[config.mk]
export PLATFORM = sky130hd
export DESIGN_NAME = sdadc_multi
export DESIGN_NICKNAME = d
export VERILOG_FILES = /design/src/rtl/sdadc_multi.sv
export SDC_FILE = /design/constraint.sdc
export NUM_CORES = 1
export LEC_CHECK = 0
export BUFFER_PORTS_ARGS = -buffer_cell sky130_fd_sc_hd__buf_2
export CAP_MARGIN = 0
export CORE_ASPECT_RATIO = 0.8
export CORE_MARGIN = 2
export CORE_UTILIZATION = 25
export CTS_CLUSTER_DIAMETER = 30
export DETAILED_ROUTE_END_ITERATION = 12
export PLACE_DENSITY = 0.43
export SYNTH_ARGS = -nofsm -noshare
export SYNTH_HDL_FRONTEND = slang
export SYNTH_SLANG_ARGS = --single-unit
export TNS_END_PERCENT = 30
[constraint.sdc]
create_clock -name clk -period 9.3 [get_ports clk]
set_input_delay 1.86 -clock clk [delete_from_list [all_inputs] [get_ports clk]]
set_output_delay 1.86 -clock clk [all_outputs]
set_load 0.005 [all_outputs]
[src/rtl/sdadc_multi.sv]
// Multi-channel sigma-delta ADC back end: per-channel 1-bit feedback, shared window
// timing, window decimation, frame averaging and a banked result stream.
module sdadc_multi #(
    parameter int NUM_CH         = 2,
    parameter int ADC_WIDTH      = 8,
    parameter int LPF_DEPTH_BITS = 3
) (
    input  logic                 clk,
    input  logic                 rstn,
    input  logic                 enable,
    input  logic [1:0]           osr_sel,
    input  logic [NUM_CH-1:0]    analog_cmp,
    output logic [NUM_CH-1:0]    analog_out,
    output logic [ADC_WIDTH-1:0] dout_data,
    output logic [2:0]           dout_ch,
    output logic                 dout_valid,
    input  logic                 dout_ready,
    output logic                 overrun,
    input  logic                 ovr_clr
);
    localparam int W   = ADC_WIDTH;
    localparam int L   = LPF_DEPTH_BITS;
    localparam int CW  = W + 3;
    localparam int SW  = W + 3;
    localparam int AW  = W + L;
    localparam int MAX = (1 << W) - 1;

    // Handshake: a result transfers on every rising edge where dout_valid && dout_ready;
    // dout_data/dout_ch hold while dout_valid && !dout_ready. The FSM state is dout_valid.
    typedef enum logic {IDLE = 1'b0, SEND = 1'b1} state_t;

    logic [NUM_CH-1:0] delta_q;
    logic [CW-1:0]     cnt_q;
    logic [CW-1:0]     win_last;
    logic [1:0]        osr_q;
    logic [L-1:0]      frame_q;
    logic [SW-1:0]     sigma_q  [NUM_CH];
    logic [AW-1:0]     sum_q    [NUM_CH];
    logic [W-1:0]      bank_q   [NUM_CH];
    logic [SW:0]       win_sum  [NUM_CH];
    logic [SW:0]       win_shr  [NUM_CH];
    logic [W-1:0]      win_res  [NUM_CH];
    logic [AW-1:0]     avg_full [NUM_CH];
    logic [W-1:0]      avg      [NUM_CH];
    logic              win_end;
    logic              frame_end;

    state_t            state_q, state_d;
    logic [2:0]        ch_q, ch_d;
    logic              overrun_q, overrun_d;
    logic              hs, last_hs;

    // osr_q is refreshed at counter 0, so it is only trusted from count 1 onward;
    // the shortest window is 2^W cycles so count 0 can never be an end cycle.
    always_comb begin
        win_last  = CW'((32'd1 << (W + 32'(osr_q))) - 32'd1);
        win_end   = enable && (cnt_q == win_last);
        frame_end = win_end && (frame_q == {L{1'b1}});
    end

    // The end-cycle delta is folded in here rather than into sigma, which keeps sigma
    // within W+3 bits even for a full 2^(W+3)-cycle window of ones.
    always_comb begin
        for (int c = 0; c < NUM_CH; c++) begin
            win_sum[c]  = {1'b0, sigma_q[c]} + (SW+1)'(delta_q[c]);
            win_shr[c]  = win_sum[c] >> osr_q;
            win_res[c]  = (win_shr[c] > (SW+1)'(MAX)) ? W'(MAX) : win_shr[c][W-1:0];
            avg_full[c] = sum_q[c] + AW'(win_res[c]);
            avg[c]      = W'(avg_full[c] >> L);
        end
    end

    always_ff @(posedge clk or negedge rstn) begin
        if (!rstn) begin
            delta_q <= '0;
            cnt_q   <= '0;
            osr_q   <= '0;
            frame_q <= '0;
            for (int c = 0; c < NUM_CH; c++) begin
                sigma_q[c] <= '0;
                sum_q[c]   <= '0;
            end
        end else begin
            delta_q <= analog_cmp;
            if (!enable) begin
                cnt_q   <= '0;
                frame_q <= '0;
                for (int c = 0; c < NUM_CH; c++) begin
                    sigma_q[c] <= '0;
                    sum_q[c]   <= '0;
                end
            end else begin
                if (cnt_q == '0) osr_q <= osr_sel;
                if (win_end) begin
                    cnt_q   <= '0;
                    frame_q <= frame_q + 1'b1;
                    for (int c = 0; c < NUM_CH; c++) begin
                        sigma_q[c] <= '0;
                        sum_q[c]   <= frame_end ? '0 : avg_full[c];
                    end
                end else begin
                    cnt_q <= cnt_q + 1'b1;
                    for (int c = 0; c < NUM_CH; c++) begin
                        sigma_q[c] <= sigma_q[c] + SW'(delta_q[c]);
                    end
                end
            end
        end
    end

    // A new bank always restarts at channel 0; it only counts as lost data when
    // entries remain unaccepted after this edge's handshake.
    always_comb begin
        state_d   = state_q;
        ch_d      = ch_q;
        overrun_d = overrun_q;
        hs        = (state_q == SEND) && dout_ready;
        last_hs   = hs && (ch_q == 3'(NUM_CH - 1));
        if (hs) begin
            if (last_hs) begin
                state_d = IDLE;
                ch_d    = '0;
            end else begin
                ch_d = ch_q + 3'd1;
            end
        end
        if (ovr_clr) overrun_d = 1'b0;
        if (frame_end) begin
            state_d = SEND;
            ch_d    = '0;
            if ((state_q == SEND) && !last_hs) overrun_d = 1'b1;
        end
    end

    always_ff @(posedge clk or negedge rstn) begin
        if (!rstn) begin
            state_q   <= IDLE;
            ch_q      <= '0;
            overrun_q <= 1'b0;
            for (int c = 0; c < NUM_CH; c++) bank_q[c] <= '0;
        end else begin
            state_q   <= state_d;
            ch_q      <= ch_d;
            overrun_q <= overrun_d;
            if (frame_end) begin
                for (int c = 0; c < NUM_CH; c++) bank_q[c] <= avg[c];
            end
        end
    end

    always_comb begin
        dout_data = '0;
        for (int c = 0; c < NUM_CH; c++) begin
            if (ch_q == 3'(c)) dout_data = bank_q[c];
        end
    end

    assign dout_ch    = ch_q;
    assign dout_valid = (state_q == SEND);
    assign overrun    = overrun_q;
    assign analog_out = delta_q;

endmodule
---- Yosys cells after proc, flatten, opt, wreduce, memory -nomap -nowiden ----
Cells that the tools add are included.
Widths: inputs -> output; s select.
word-level totals
  register bits ........................... 83
  input bits .............................. 9
  output and inout bits ................... 15
  logic and storage cells ................. 68
operators by class
  add/subtract/negate cells ............... 11
  order comparisons ....................... 2
  equality and inequality tests ........... 4
  shift operators ......................... 3
  multiplexer cells ....................... 23
  reductions and logical operators ........ 12
operators with widths
  kind                   number
  $mux 22                4
  $mux 11                4
  $mux 8                 4
  $add 11x1->12          2
  $gt 12x8->1 const B    2
  $shr 12x2->12          2
  $add 11x1->11          2
  $add 11x8->11          2
  $mux 3                 5
  $add 11x1->11 const B  1
  $eq 11x11->1           1
  $logic_not 11->1       1
  $shl 1x5->11 const A   1
  $sub 11x1->11 const B  1
  $add 3x1->3 const B    2
  $mux 1                 6
  $add 4x2->5 const A    1
  $logic_and 1x1->1      5
  $reduce_and 2->1       2
  $reduce_bool 2->1      2
  $eq 3x1->1 const B     1
  $eq 3x3->1 const B     1
  $logic_not 3->1        1
  $ne 2x1->1 const B     1
  $logic_not 1->1        1

---- Depth between registers and ports, before layout ----
  depth in word-level cells ............... 9
  depth in mapped cells ................... 17

---- Least setup slack after synthesis ----
No wires, ideal clock.
  path kind ............................... reg-to-reg
  start ................................... reg delta_q[1], in the netlist analog_out[1]
  end ..................................... reg bank_q[7] (netlist name)
  library setup time ...................... 0.133 ns
  arrival time ............................ 3.397 ns
  required time ........................... 9.167 ns
  path slack .............................. 5.770 ns
  stages on the path, launching flop included .. 17
  buffers on the path ..................... 0
  path through ............................ dfrtp_1 -> ha_1 -> ha_1 -> nand2_1 -> nor3_1 -> xnor2_1 -> o221ai_2 -> a2111oi_0 -> o21ai_0 -> ha_1 -> fa_1 -> a32o_1 -> o21bai_1 -> a21oi_1 -> nand3_1 -> xor2_1 -> o21ai_0
between the ends
  cells in the longest elaborated chain, start to end .. 5
ends and longest elaborated chain
  what                    line  text
  start, declared         32    logic [NUM_CH-1:0] delta_q;
  start signal, assigned  84    delta_q <= analog_cmp;
  $add 11x1->12 *         65    win_sum[c] = {1'b0, sigma_q[c]} + (SW+1)'(delta_q[c]);
  $shr 12x2->12 *         66    win_shr[c] = win_sum[c] >> osr_q;
  $gt 12x8->1             67    win_res[c] = (win_shr[c] > (SW+1)'(MAX)) ? W'(MAX) : win_shr[c][W-1:0];
  $mux 8 *                67
  $add 11x8->11 *         68    avg_full[c] = sum_q[c] + AW'(win_res[c]);
  end, declared           39    logic [W-1:0] bank_q [NUM_CH];
Mark *: on every way between the ends. The rest lies on a longest branch, timed or not.
A chain may end at the register's enable or synchronous reset.

---- Worst setup path in the final report ----
  start ................................... reg ch_q[0], in the netlist dout_ch[0]
  end ..................................... out dout_data[1]
between the ends
  cells in the longest elaborated chain, start to end .. 3
  elaborated cells on any way between the ends .. 4
  classes of those cells .................. eq/ne (1); mux (2); reduce/logical (1)
ends and longest elaborated chain
  what                    line  text
  start, declared         49    logic [2:0] ch_q, ch_d;
  start signal, assigned  143   ch_q <= ch_d;
  $logic_not 3->1         154   if (ch_q == 3'(c)) dout_data = bank_q[c];
  $mux 8                  154
  $mux 8 *                154
  end, declared           14    output logic [ADC_WIDTH-1:0] dout_data,
Marks and branches as above.

==> metrics.yaml <==
status: "finished clean"
min-delay-start: "sum_q[15]"
portBuffers: 23
post_cts_buffers: 0
die_w_um: 164.8
dieArea_um2: 21850
cts_buffer_depth: 2
r2r_end: "bank_q[7]"
p_int_uw: 618.6
fin_crit_sh_pct: 42.94
max_freq_ghz: 0.2504
hp-class: "flop to flop"
vias: 4097
ff2ff_setup_slack_ns: 5.35
hpwlAfterDp_um: 8816
antenna_left: 0
holdPathEnd: "sum_q[15]"
synth_cell_types: 59
syn_avg_cell_area_um2: 9.150
drive_gt1_share_pct: 10.48
ir_drop_mv: 0.08257
core-area_um2: 20460
area_delta_synth_final_pct: 12.51
utilization_pct: 28.42
synth_flop_cell: "dfrtp_1"
cts_root_buf: "clkbuf_16"
p_sw_share_pct: 28.89
start_util_pct: 25.26
r2r_start: "analog_out[1]"
crit_path_end_kind: "primary output"
pre_cts_ws_ns: 5.402
r2r_cells: 16
slew_viol_final: 0
cts_tree: "yes"
io_pins: 24
cts_hold_buf: 0
dieHeight_um: 132.6
clock-sinks: 83
antenna_found_initial: 0
rows: 47
critPathMaxFanout: 11
clkPwrFrac_pct: 39.4
cts_resized: 0
max-slew-margin-rel_pct: 41.84
yosysMostFrequentCell: "dfrtp_1"
grt_pass1_wl_um: 21290
rsz0062_at_grt: "false"
fin_nets: 618
synth_commonest_cells: "dfrtp_1, nand2_1, nor2_1, o21ai_0, ha_1"
power_frac_comb_pct: 17.3
drt-total-wl_um: 12580
drtIter0Drc: 153
ys_seq_area_share_pct: 40.17
synth_area_um2: 5170
synth-async-reset-ratio_pct: 100.0
min_path_cells: 2
avgRoutedWirePerCell_um: 14.78
syn-num-nets: 606
synth-seq-cells: 83
setup_slack_ns: 5.307
drv_cap: 0
min_period_ns: 3.993
final.setup.tns_ns: 0
vias_per_cell: 4.814
seqPwrFrac_pct: 43.3
n_antenna_cell: 0
cts_inserted_buffers: 9
grt_pass1_vias: 4120
yosysTopAreaCell: "dfrtp_1"
yosysWarnings: 0
synth_edf_count: 0
power.switching_uw: 251.3
leakage_uw: 0.002618
drtPass1Iterations: 4
grt_max_degree: 45
grtUsageTotal_pct: 12.39
htree_levels: 3
critPathRequiredTime_ns: 7.44
netlist_instances: 565
cts.clk_slew.worst_paths_ns: 0.06
crit_type: "flop to primary output"
drc: 0
crit_arrival_ns: 2.13
fin_worst_skew_ns: 0.006602
clk-insertion-delay-late_ns: 0.35
gp_congestion: 0.7994
hold_violations: 0
final-setup-viol-count: 0
worst_slew_pin_slew_ns: 0.8687
overflow: 0
startpoint_type: "flop"
yosys-top-cells-area: "dfrtp_1, ha_1, nand2_1"
synth_top_area_share_pct: 40.17
power_density_nw_per_um2: 149.5
==> metal layers <==
layer	part of all wire, %	track usage, %	wire length (um)
met1	50	16.97	6317
met5	0	0	0
met3	3.3	2.790	414
met4	1.9	4.976	235
met2	45	18.87	5611
==> critical path, stage by stage (launching register included) <==
cell     delay [ns]
dfrtp_1        0.44
ha_1           0.37
nor2b_1        0.57
a22oi_1        0.16
nor2_1         0.13
buf_2          0.12
==> logic make-up (layout without fill, tap and decap cells) <==
group                      after synthesis  count (layout)  synth area share [%]
muxes                                   16              16                 3.316
AOI/OAI and AO/OA                      136             136                 17.72
DFF                                     83              83                 40.17
xor gates and xnor gates                46              46                 7.793
adders and majority gates               32              32                 8.035
and+or+nand+nor                        216             216                 20.09
buffers and inverters                   36              53                 2.880
==> sequential cells by signal, indices dropped and copies added, names as in the netlist <==
name / count
analog_out: 2
sigma_q: 22
sum_q: 22
frame_q: 3
bank_q: 16
cnt_q: 11
dout_ch: 3
overrun: 1
osr_q: 2
dout_valid: 1
==> power by group through the flow <==
stage	Sequential [uW]	Combinational, uW	Clock [uW]
after floorplan	377	114	0
after global placement	383	152	0
after detailed placement	383	152	0
after CTS	376	152	356
after global routing	378	171	371
final	376	151	343
==> how the worst max path moves through the flow <==
stage                        startpoint           end  slack (ns)
after floorplan           analog_out[1]     bank_q[7]        5.77
after global placement    analog_out[1]     bank_q[7]        5.44
after detailed placement  analog_out[1]     sum_q[10]        5.40
after CTS                    dout_ch[0]  dout_data[2]        5.31
after global routing      analog_out[1]      sum_q[9]        4.95
final                        dout_ch[0]  dout_data[1]        5.31
==> cells in the final DEF (no fill, tap or decap), types with 10 or more instances in the layout <==
cell type / instances
nor3_1: 16
nand2_1: 67
dfrtp_1: 83
and2_1: 15
nor2_1: 58
inv_1: 10
nand3_1: 21
ha_1: 30
o21ai_0: 45
a22o_1: 14
a21oi_1: 16
xor2_1: 25
xnor2_1: 21
buf_2: 22
==> metrics by stage <==
step                cells  power (uW)  hold slack (ns)  instance area (um^2)
global placement      835       535.0           0.4749                  5543
floorplan             565       490.5           0.4507                  5170
detailed placement    835       534.8           0.4767                  5543
finish                851       869.9           0.4925                  5817
CTS                   851       884.3           0.4940                  5817
global route          851       918.9           0.5191                  5817
==> cell type report <==
class	instances	area, um^2
clock buffers	14	264.0
clock inverters	2	10.01
fillers	2205	14650
inverters	10	37.54
multi-input cells	446	2944
flip-flops and latches	83	2077
well taps	269	336.6
repair buffers	27	147.6
No activity file was read; power rests on OpenSTA's default activity.
